**config.mk**
```make
export PLATFORM = sky130hd
export DESIGN_NAME = axi_lite_read_sweep
export DESIGN_NICKNAME = d
export VERILOG_FILES = /design/src/rtl/axi_lite_read_sweep.sv
export SDC_FILE = /design/constraint.sdc
export NUM_CORES = 1
export LEC_CHECK = 0
export CORE_MARGIN = 10
export CORE_UTILIZATION = 40
export CTS_CLUSTER_DIAMETER = 50
export DETAILED_ROUTE_END_ITERATION = 10
export PLACE_DENSITY = 0.72
export SYNTH_ARGS = -nofsm -noshare
export SYNTH_HDL_FRONTEND = slang
export SYNTH_SLANG_ARGS = --single-unit
```
**constraint.sdc**
```tcl
create_clock -name ACLK -period 2.94 [get_ports ACLK]
set_clock_uncertainty 0.2 [all_clocks]
set_input_delay 0.441 -clock ACLK [delete_from_list [all_inputs] [get_ports ACLK]]
set_output_delay 0.441 -clock ACLK [all_outputs]
set_load 0.02 [all_outputs]
```
**src/rtl/axi_lite_read_sweep.sv**
```systemverilog
// AXI4-Lite read master sweeping [ADDR_START, ADDR_END] by STRIDE and publishing every returned beat.
// Optional macro SWEEP_CHECKSUM_EN adds an XOR checksum of all accepted read data.
module axi_lite_read_sweep #(
  parameter int                ADDR_W     = 24,
  parameter int                DATA_W     = 32,
  parameter logic [ADDR_W-1:0] ADDR_START = 24'h0AB0B9,
  parameter logic [ADDR_W-1:0] ADDR_END   = 24'h0AB0C0,
  parameter int                STRIDE     = 1,
  parameter int                TIMEOUT    = 255,
  parameter int                ERR_W      = 8
) (
  input  logic              ACLK,
  input  logic              ARESET,
  input  logic              start,
  input  logic              continuous,
  input  logic              stop,
  output logic              busy,
  output logic              done,
  output logic              arvalid,
  input  logic              arready,
  output logic [ADDR_W-1:0] araddr,
  output logic              rready,
  input  logic              rvalid,
  input  logic [DATA_W-1:0] rdata,
  input  logic [1:0]        rresp,
  output logic              res_valid,
  output logic [ADDR_W-1:0] res_addr,
  output logic [DATA_W-1:0] res_data,
  output logic [ERR_W-1:0]  err_count,
  output logic [ERR_W-1:0]  to_count,
`ifdef SWEEP_CHECKSUM_EN
  output logic [DATA_W-1:0] checksum,
`endif
  output logic [1:0]        dbg_state
);

  // AXI channels: a transfer happens on the rising edge where valid && ready are both high;
  // once raised, valid stays high with a stable payload until that edge, ready may change freely.
  typedef enum logic [1:0] {
    S_IDLE = 2'd0,
    S_ADDR = 2'd1,
    S_RESP = 2'd2,
    S_FIN  = 2'd3
  } state_t;

  localparam int                TO_W    = $clog2(TIMEOUT + 1);
  localparam logic [TO_W-1:0]   TO_LAST = TO_W'(TIMEOUT - 1);
  localparam logic [ADDR_W:0]   STEP    = (ADDR_W + 1)'(STRIDE);
  localparam logic [ADDR_W:0]   LAST    = {1'b0, ADDR_END};

  if (ADDR_START > ADDR_END) begin : g_bad_window
    $error("axi_lite_read_sweep: ADDR_START must not exceed ADDR_END");
  end
  if (STRIDE < 1 || TIMEOUT < 1) begin : g_bad_step
    $error("axi_lite_read_sweep: STRIDE and TIMEOUT must be at least 1");
  end

  state_t              r_state;
  logic                r_cont;
  logic                r_busy;
  logic                r_done;
  logic                r_arvalid;
  logic [ADDR_W-1:0]   r_araddr;
  logic                r_rready;
  logic                r_res_valid;
  logic [ADDR_W-1:0]   r_res_addr;
  logic [DATA_W-1:0]   r_res_data;
  logic [ERR_W-1:0]    r_err;
  logic [ERR_W-1:0]    r_to;
  logic [TO_W-1:0]     r_to_cnt;
`ifdef SWEEP_CHECKSUM_EN
  logic [DATA_W-1:0]   r_cksum;
`endif
  logic [ADDR_W:0]     w_nxt;

  // One extra bit so a step past the top of the address space is still seen as beyond ADDR_END.
  assign w_nxt = {1'b0, r_araddr} + STEP;

  always_ff @(posedge ACLK) begin
    if (ARESET) begin
      r_state     <= S_IDLE;
      r_cont      <= 1'b0;
      r_busy      <= 1'b0;
      r_done      <= 1'b0;
      r_arvalid   <= 1'b0;
      r_araddr    <= ADDR_START;
      r_rready    <= 1'b0;
      r_res_valid <= 1'b0;
      r_res_addr  <= '0;
      r_res_data  <= '0;
      r_err       <= '0;
      r_to        <= '0;
      r_to_cnt    <= '0;
`ifdef SWEEP_CHECKSUM_EN
      r_cksum     <= '0;
`endif
    end else begin
      r_done      <= 1'b0;
      r_res_valid <= 1'b0;
      case (r_state)
        S_IDLE: begin
          if (start) begin
            r_cont    <= continuous;
            r_araddr  <= ADDR_START;
            r_busy    <= 1'b1;
            r_arvalid <= 1'b1;
            r_state   <= S_ADDR;
`ifdef SWEEP_CHECKSUM_EN
            r_cksum   <= '0;
`endif
          end
        end
        S_ADDR: begin
          if (r_arvalid && arready) begin
            r_arvalid <= 1'b0;
            r_rready  <= 1'b1;
            r_to_cnt  <= '0;
            r_state   <= S_RESP;
          end
        end
        S_RESP: begin
          if (r_rready && rvalid) begin
            r_rready    <= 1'b0;
            r_res_valid <= 1'b1;
            r_res_addr  <= r_araddr;
            r_res_data  <= rdata;
            if (rresp != 2'b00 && !(&r_err)) r_err <= r_err + 1'b1;
`ifdef SWEEP_CHECKSUM_EN
            r_cksum     <= r_cksum ^ rdata;
`endif
            if (stop) begin
              r_done  <= 1'b1;
              r_state <= S_FIN;
            end else if (w_nxt > LAST) begin
              if (r_cont) begin
                r_araddr  <= ADDR_START;
                r_arvalid <= 1'b1;
                r_state   <= S_ADDR;
              end else begin
                r_done  <= 1'b1;
                r_state <= S_FIN;
              end
            end else begin
              r_araddr  <= w_nxt[ADDR_W-1:0];
              r_arvalid <= 1'b1;
              r_state   <= S_ADDR;
            end
          end else if (r_to_cnt == TO_LAST) begin
            r_rready <= 1'b0;
            if (!(&r_to)) r_to <= r_to + 1'b1;
            r_done   <= 1'b1;
            r_state  <= S_FIN;
          end else begin
            r_to_cnt <= r_to_cnt + 1'b1;
          end
        end
        S_FIN: begin
          r_busy  <= 1'b0;
          r_state <= S_IDLE;
        end
        default: r_state <= S_IDLE;
      endcase
    end
  end

  assign busy      = r_busy;
  assign done      = r_done;
  assign arvalid   = r_arvalid;
  assign araddr    = r_araddr;
  assign rready    = r_rready;
  assign res_valid = r_res_valid;
  assign res_addr  = r_res_addr;
  assign res_data  = r_res_data;
  assign err_count = r_err;
  assign to_count  = r_to;
  assign dbg_state = r_state;
`ifdef SWEEP_CHECKSUM_EN
  assign checksum  = r_cksum;
`endif

endmodule
```
* Word-level counts from Yosys, hierarchy flattened
Index checks and enable logic that the tools add are counted.
Storage, ports and cells: input port bits 41, bits in registers 112
Cells by class: reductions and logical operators 23, multiplexer cells 36, bitwise gates (word level) 3, add/subtract/negate cells 4, order comparisons 1, equal/unequal tests 12
Operators with widths (number):
- 2-to-1 mux 24 bit | 5
- one-hot mux 24 bit (2 select lines) | 1
- adder 24 x 1 -> 25 bit, second input constant | 1
- greater-than comparator 25 x 20 -> 1 bit, second input constant | 1
- adder 8 x 1 -> 8 bit, second input constant | 3
- 2-to-1 mux 8 bit | 3
- one-hot mux 8 bit (2 select lines) | 1
- AND reduction 8 bit | 2
- 2-to-1 mux 1 bit | 15
- 2-to-1 mux 2 bit | 7
- inequality test 2 bit, second input constant | 6
- AND reduction 3 bit | 3
- == test 8 bit, second input constant | 1
- one-hot mux 2 bit (4 select lines) | 1
- AND reduction 4 bit | 2
- nonzero test 2 bit | 4
- inequality test 3 bit, second input constant | 2
- AND reduction 2 bit | 3
- AND reduction 6 bit | 1
- AND reduction 5 bit | 1
- == test 2 bit, second input constant | 2
- one-hot mux 1 bit (2 select lines) | 2
- logical AND 1 bit | 3
- NOT 1 bit | 3
- 6 further kinds | 6

* Depth between registers and ports, before layout
word-level depth 6, gate-level depth with buffers 12

* Worst setup path before layout
Ideal clock, no wire load.
path kind register to register, from register r_araddr[0], in the netlist araddr[0], to register r_araddr[13], in the netlist araddr[13], cell stages (with the launch flop) 12, buffers on the path 1, arrival time 2.845 ns, clock period less this slack 3.160 ns, data required time 2.625 ns, slack -0.220 ns, setup time 0.115 ns, path through dfxtp_1 > ha_1 > nand4_1 > nor4_1 > xnor2_1 > nand2_1 > o41ai_2 > a22oi_4 > nor4_4 > buf_2 > o21ai_0 > o21a_1
Between the ends: word-level cells in the longest chain between the ends 6
RTL lines:
- start: declaration | RTL line 63 | logic [ADDR_W-1:0] r_araddr;
- start signal: assignment | RTL line 144 | r_araddr <= w_nxt[ADDR_W-1:0];
- adder 24 x 1 -> 25 bit (*) | RTL line 77 | assign w_nxt = {1'b0, r_araddr} + STEP;
- greater-than comparator 25 x 20 -> 1 bit | RTL line 134 | end else if (w_nxt > LAST) begin
- 2-to-1 mux 24 bit | RTL line 134
- 2-to-1 mux 24 bit | RTL line 131 | if (stop) begin
- 2-to-1 mux 24 bit | RTL line 122 | if (r_rready && rvalid) begin
- one-hot mux 24 bit (2 select lines) | RTL line 100 | case (r_state)
Mark *: on every way between the ends. The rest lies on a longest branch, timed or not. The select of a mux whose other input is x is not followed. A chain may end at the register's enable or synchronous reset.

* Worst setup path after layout
from register r_araddr[1], in the netlist araddr[1], to register r_araddr[10], in the netlist araddr[10]
The elaborated chain is that of the path after synthesis.

==> out/metrics.cfg <==
[worst_setup_path]
crit_family=compound AO/OA/AOI/OAI gates
endpoint_kind=register
cp_max_fo=7
cp_slowest_cell=dfxtp_4
start_kind=register
path_cells=ha_1 > nand4_1 > nor3b_1 > a31oi_1 > o21a_1 > a211o_1 > a22oi_4 > buf_12 > nor4_4 > buf_6 > buf_12 > a21o_1 > a22o_1
worst-r2r-setup-slack_ns=-0.08
crit_arrival_ns=3.07
max_stage_delay_ns=0.41
cp.required_ns=2.98
critPathKind=register to register
cpMostUsedCell=buf_12
critPathBufInv=3

[timing]
max_slew.worst_pin.slew_ns=0.6819
post-route-period-util=1.028
slew_headroom=0.5419
hold_violations=0
finalWorstPathRequiredPeriod_ns=3.021
grt_setup_unrepaired=true
setup_violations=5
slew_violations=0
setup_ws_ns=-0.08125
fmax_mhz=331.0

[cells_and_area]
fin_nets=867
syn_to_final_growth_pct=51.44
antenna_cells=0
finalNonFillerCells=997
post-route-util=0.6139
final_cell_area_um2=7684
final_layout_size_suffix_gt1_frac=0.1867

[yosys]
synth_edf_count=0
syn_inst=632
yosys_warnings=0
ys_seq_elements=112
synthMostInstantiatedCell=nand2_1
synth_top_area_frac=0.4419
synth_area_um2=5074
synth_nets=679
yosysTopAreaCell=dfxtp_1
synth_area_leaders=dfxtp_1 (44%), nand2_1 (11%), a21oi_1 (7.7%), nor2_1 (3.3%), xor2_1 (2.1%)
synth-main-ff-cell=dfxtp_1
synthTopCellsByCount=nand2_1 (151), dfxtp_1 (112), a21oi_1 (78), nor2_1 (44), clkbuf_1 (25)
avgSynthCellArea_um2=8.028
synth-async-reset-ratio=0
ys_seq_area_frac=0.4419
ys_types=63

[drt]
vias=5264
vias_per_cell=5.280
wl_per_cell_um=16.74
drc=0
final_antenna_net_count=0
drt_first_pass_iters=5
drt_iter0_markers=319
finalWirelength_um=16690

[clock_network]
numCtsBuffers=9
hold_buffers=0
clk_path_buf_depth=2
cts_tree=done
h-tree-depth=3
clk_pin_slew_ns=0.07
worstSkewPairLatency_ns=0.36
cts_root_buffer=clkbuf_16
clock_sinks=112

[placed_design]
dp_hpwl_um=12480
placed_area_um2=7033
globalplace.congestion=0.9769
port_buffers=143
place_ws_ns=-0.06781
dp_cells=964

[floorplanning]
core_area_um2=12520
pin_count=144
row_count=41
die_height_um=132.6
die_x_um=132.6
start_util=0.4053
dieArea_um2=17590

[run_status]
violations=setup timing
status=finished with violations

[power_and_ir_drop]
p_seq_frac=0.523
p_clk_frac=0.419
combPwrFrac=0.058
p_per_area_nw_per_um2=380.9
switching_power_mw=0.6586
intPower_mw=2.268
swShare=0.2251
p_total_mw=2.926
p_leak_nw=2.704
max-vdd-ir-drop_uv=228.4

[global_routing]
grtUsageTotal=0.1806
grt_first_pass_wirelength_um=26360
overflow=0
grt_pass1_vias=5130
grt_max_degree=57
grt_antenna_before_repair=0

[worst_hold_path]
hold_class=primary input to register

[run]
cap_violations=0

## per-layer routing
layer	global-route usage	vias to the layer above	part of all wire
met5	0	-	0
met4	0.07579	0	0.026
met3	0.04921	28	0.078
met2	0.3001	202	0.48
met1	0.2146	2467	0.42
li1	-	2567	-
## flip-flops by register name, summed over array words and instances (netlist names), 2 cells and up
register and cells:
araddr 24, dbg_state 2, err_count 8, r_to_cnt 8, res_addr 24, res_data 32
to_count 8
## per-stage QoR
stage	TNS, ns	hold WS [ns]
after CTS	-0.007748	0.2336
after global placement	0	0.2407
after detailed placement	-0.3411	0.2465
after floorplan	-0.002327	0.2587
final	-0.2170	0.2475
after global routing	-1.821	0.2494
## cell families after synthesis
kind of cell,after synthesis,synth area share
AND/OR/NAND/NOR,290,0.2708
AO/OA/AOI/OAI,146,0.1813
flip-flops,112,0.4419
buffers and inverters,51,0.04241
XOR/XNOR,19,0.03280
multiplexers,8,0.01603
adder cells (fa/ha/maj),6,0.01480
## power by group through the flow
stage	clock, mW	combinational [mW]	sequential, mW
finish	1.23	0.171	1.53
global route	1.33	0.184	1.53
CTS	1.25	0.166	1.53
detailed placement	0	0.164	1.57
global placement	0	0.162	1.57
floorplan	0	0.0679	1.57
## path summary, 6_finish.rpt
path | startpoint | to | cells after the start
worst max register to register | araddr[1]$_SDFFE_PP0P_ | araddr[10]$_SDFFE_PP0P_ | 13
worst min-delay path | ARESET | r_to_cnt[1]$_SDFFE_PP0P_ | 2
worst min register to register | res_addr[17]$_SDFFE_PP0P_ | res_addr[17]$_SDFFE_PP0P_ | 2
worst max-delay path | araddr[1]$_SDFFE_PP0P_ | araddr[10]$_SDFFE_PP0P_ | 13
## cell type report
type                       instances  area (µm²)
fill                            1157        4833
multi-input combinational        469        2798
sequential                       112        2277
timing repair buffer             219        2058
clock buffer                      13       270.3
tap                              172       215.2
inverter                           9       33.78
clock inverter                     3       31.28
## layout by cell type (no fill, tap or decap), types with 4 or more instances in the layout
cell type | synthesis | routed
inv_1 | 9 | 9
xnor2_1 | 7 | 7
or3_1 | 12 | 9
and3_1 | 6 | 5
dfxtp_4 | 0 | 6
nand2b_1 | 5 | 4
mux2i_1 | 7 | 7
xor2_1 | 12 | 12
nand3_1 | 20 | 17
nor3_1 | 5 | 5
nor2_1 | 44 | 40
and2_1 | 7 | 6
o21a_1 | 6 | 6
a21o_1 | 4 | 4
o21ai_0 | 14 | 9
dfxtp_2 | 0 | 10
o211ai_1 | 6 | 6
dfxtp_1 | 112 | 96
nand2_1 | 151 | 150
a21oi_1 | 78 | 78
ha_1 | 6 | 5
buf_4 | 3 | 68
nand4_1 | 15 | 15
clkdlybuf4s50_1 | 0 | 142
buf_6 | 0 | 5
clkbuf_16 | 0 | 10
o21ai_1 | 1 | 4
## timing repair
action / CTS / global route
pin swaps: 3 / 15
setup endpoints to repair: 17 / 25
cloned: 0 / 1
resized for setup: 9 / 34
setup buffers: 6 / 10
No activity file was read; power rests on OpenSTA's default activity.
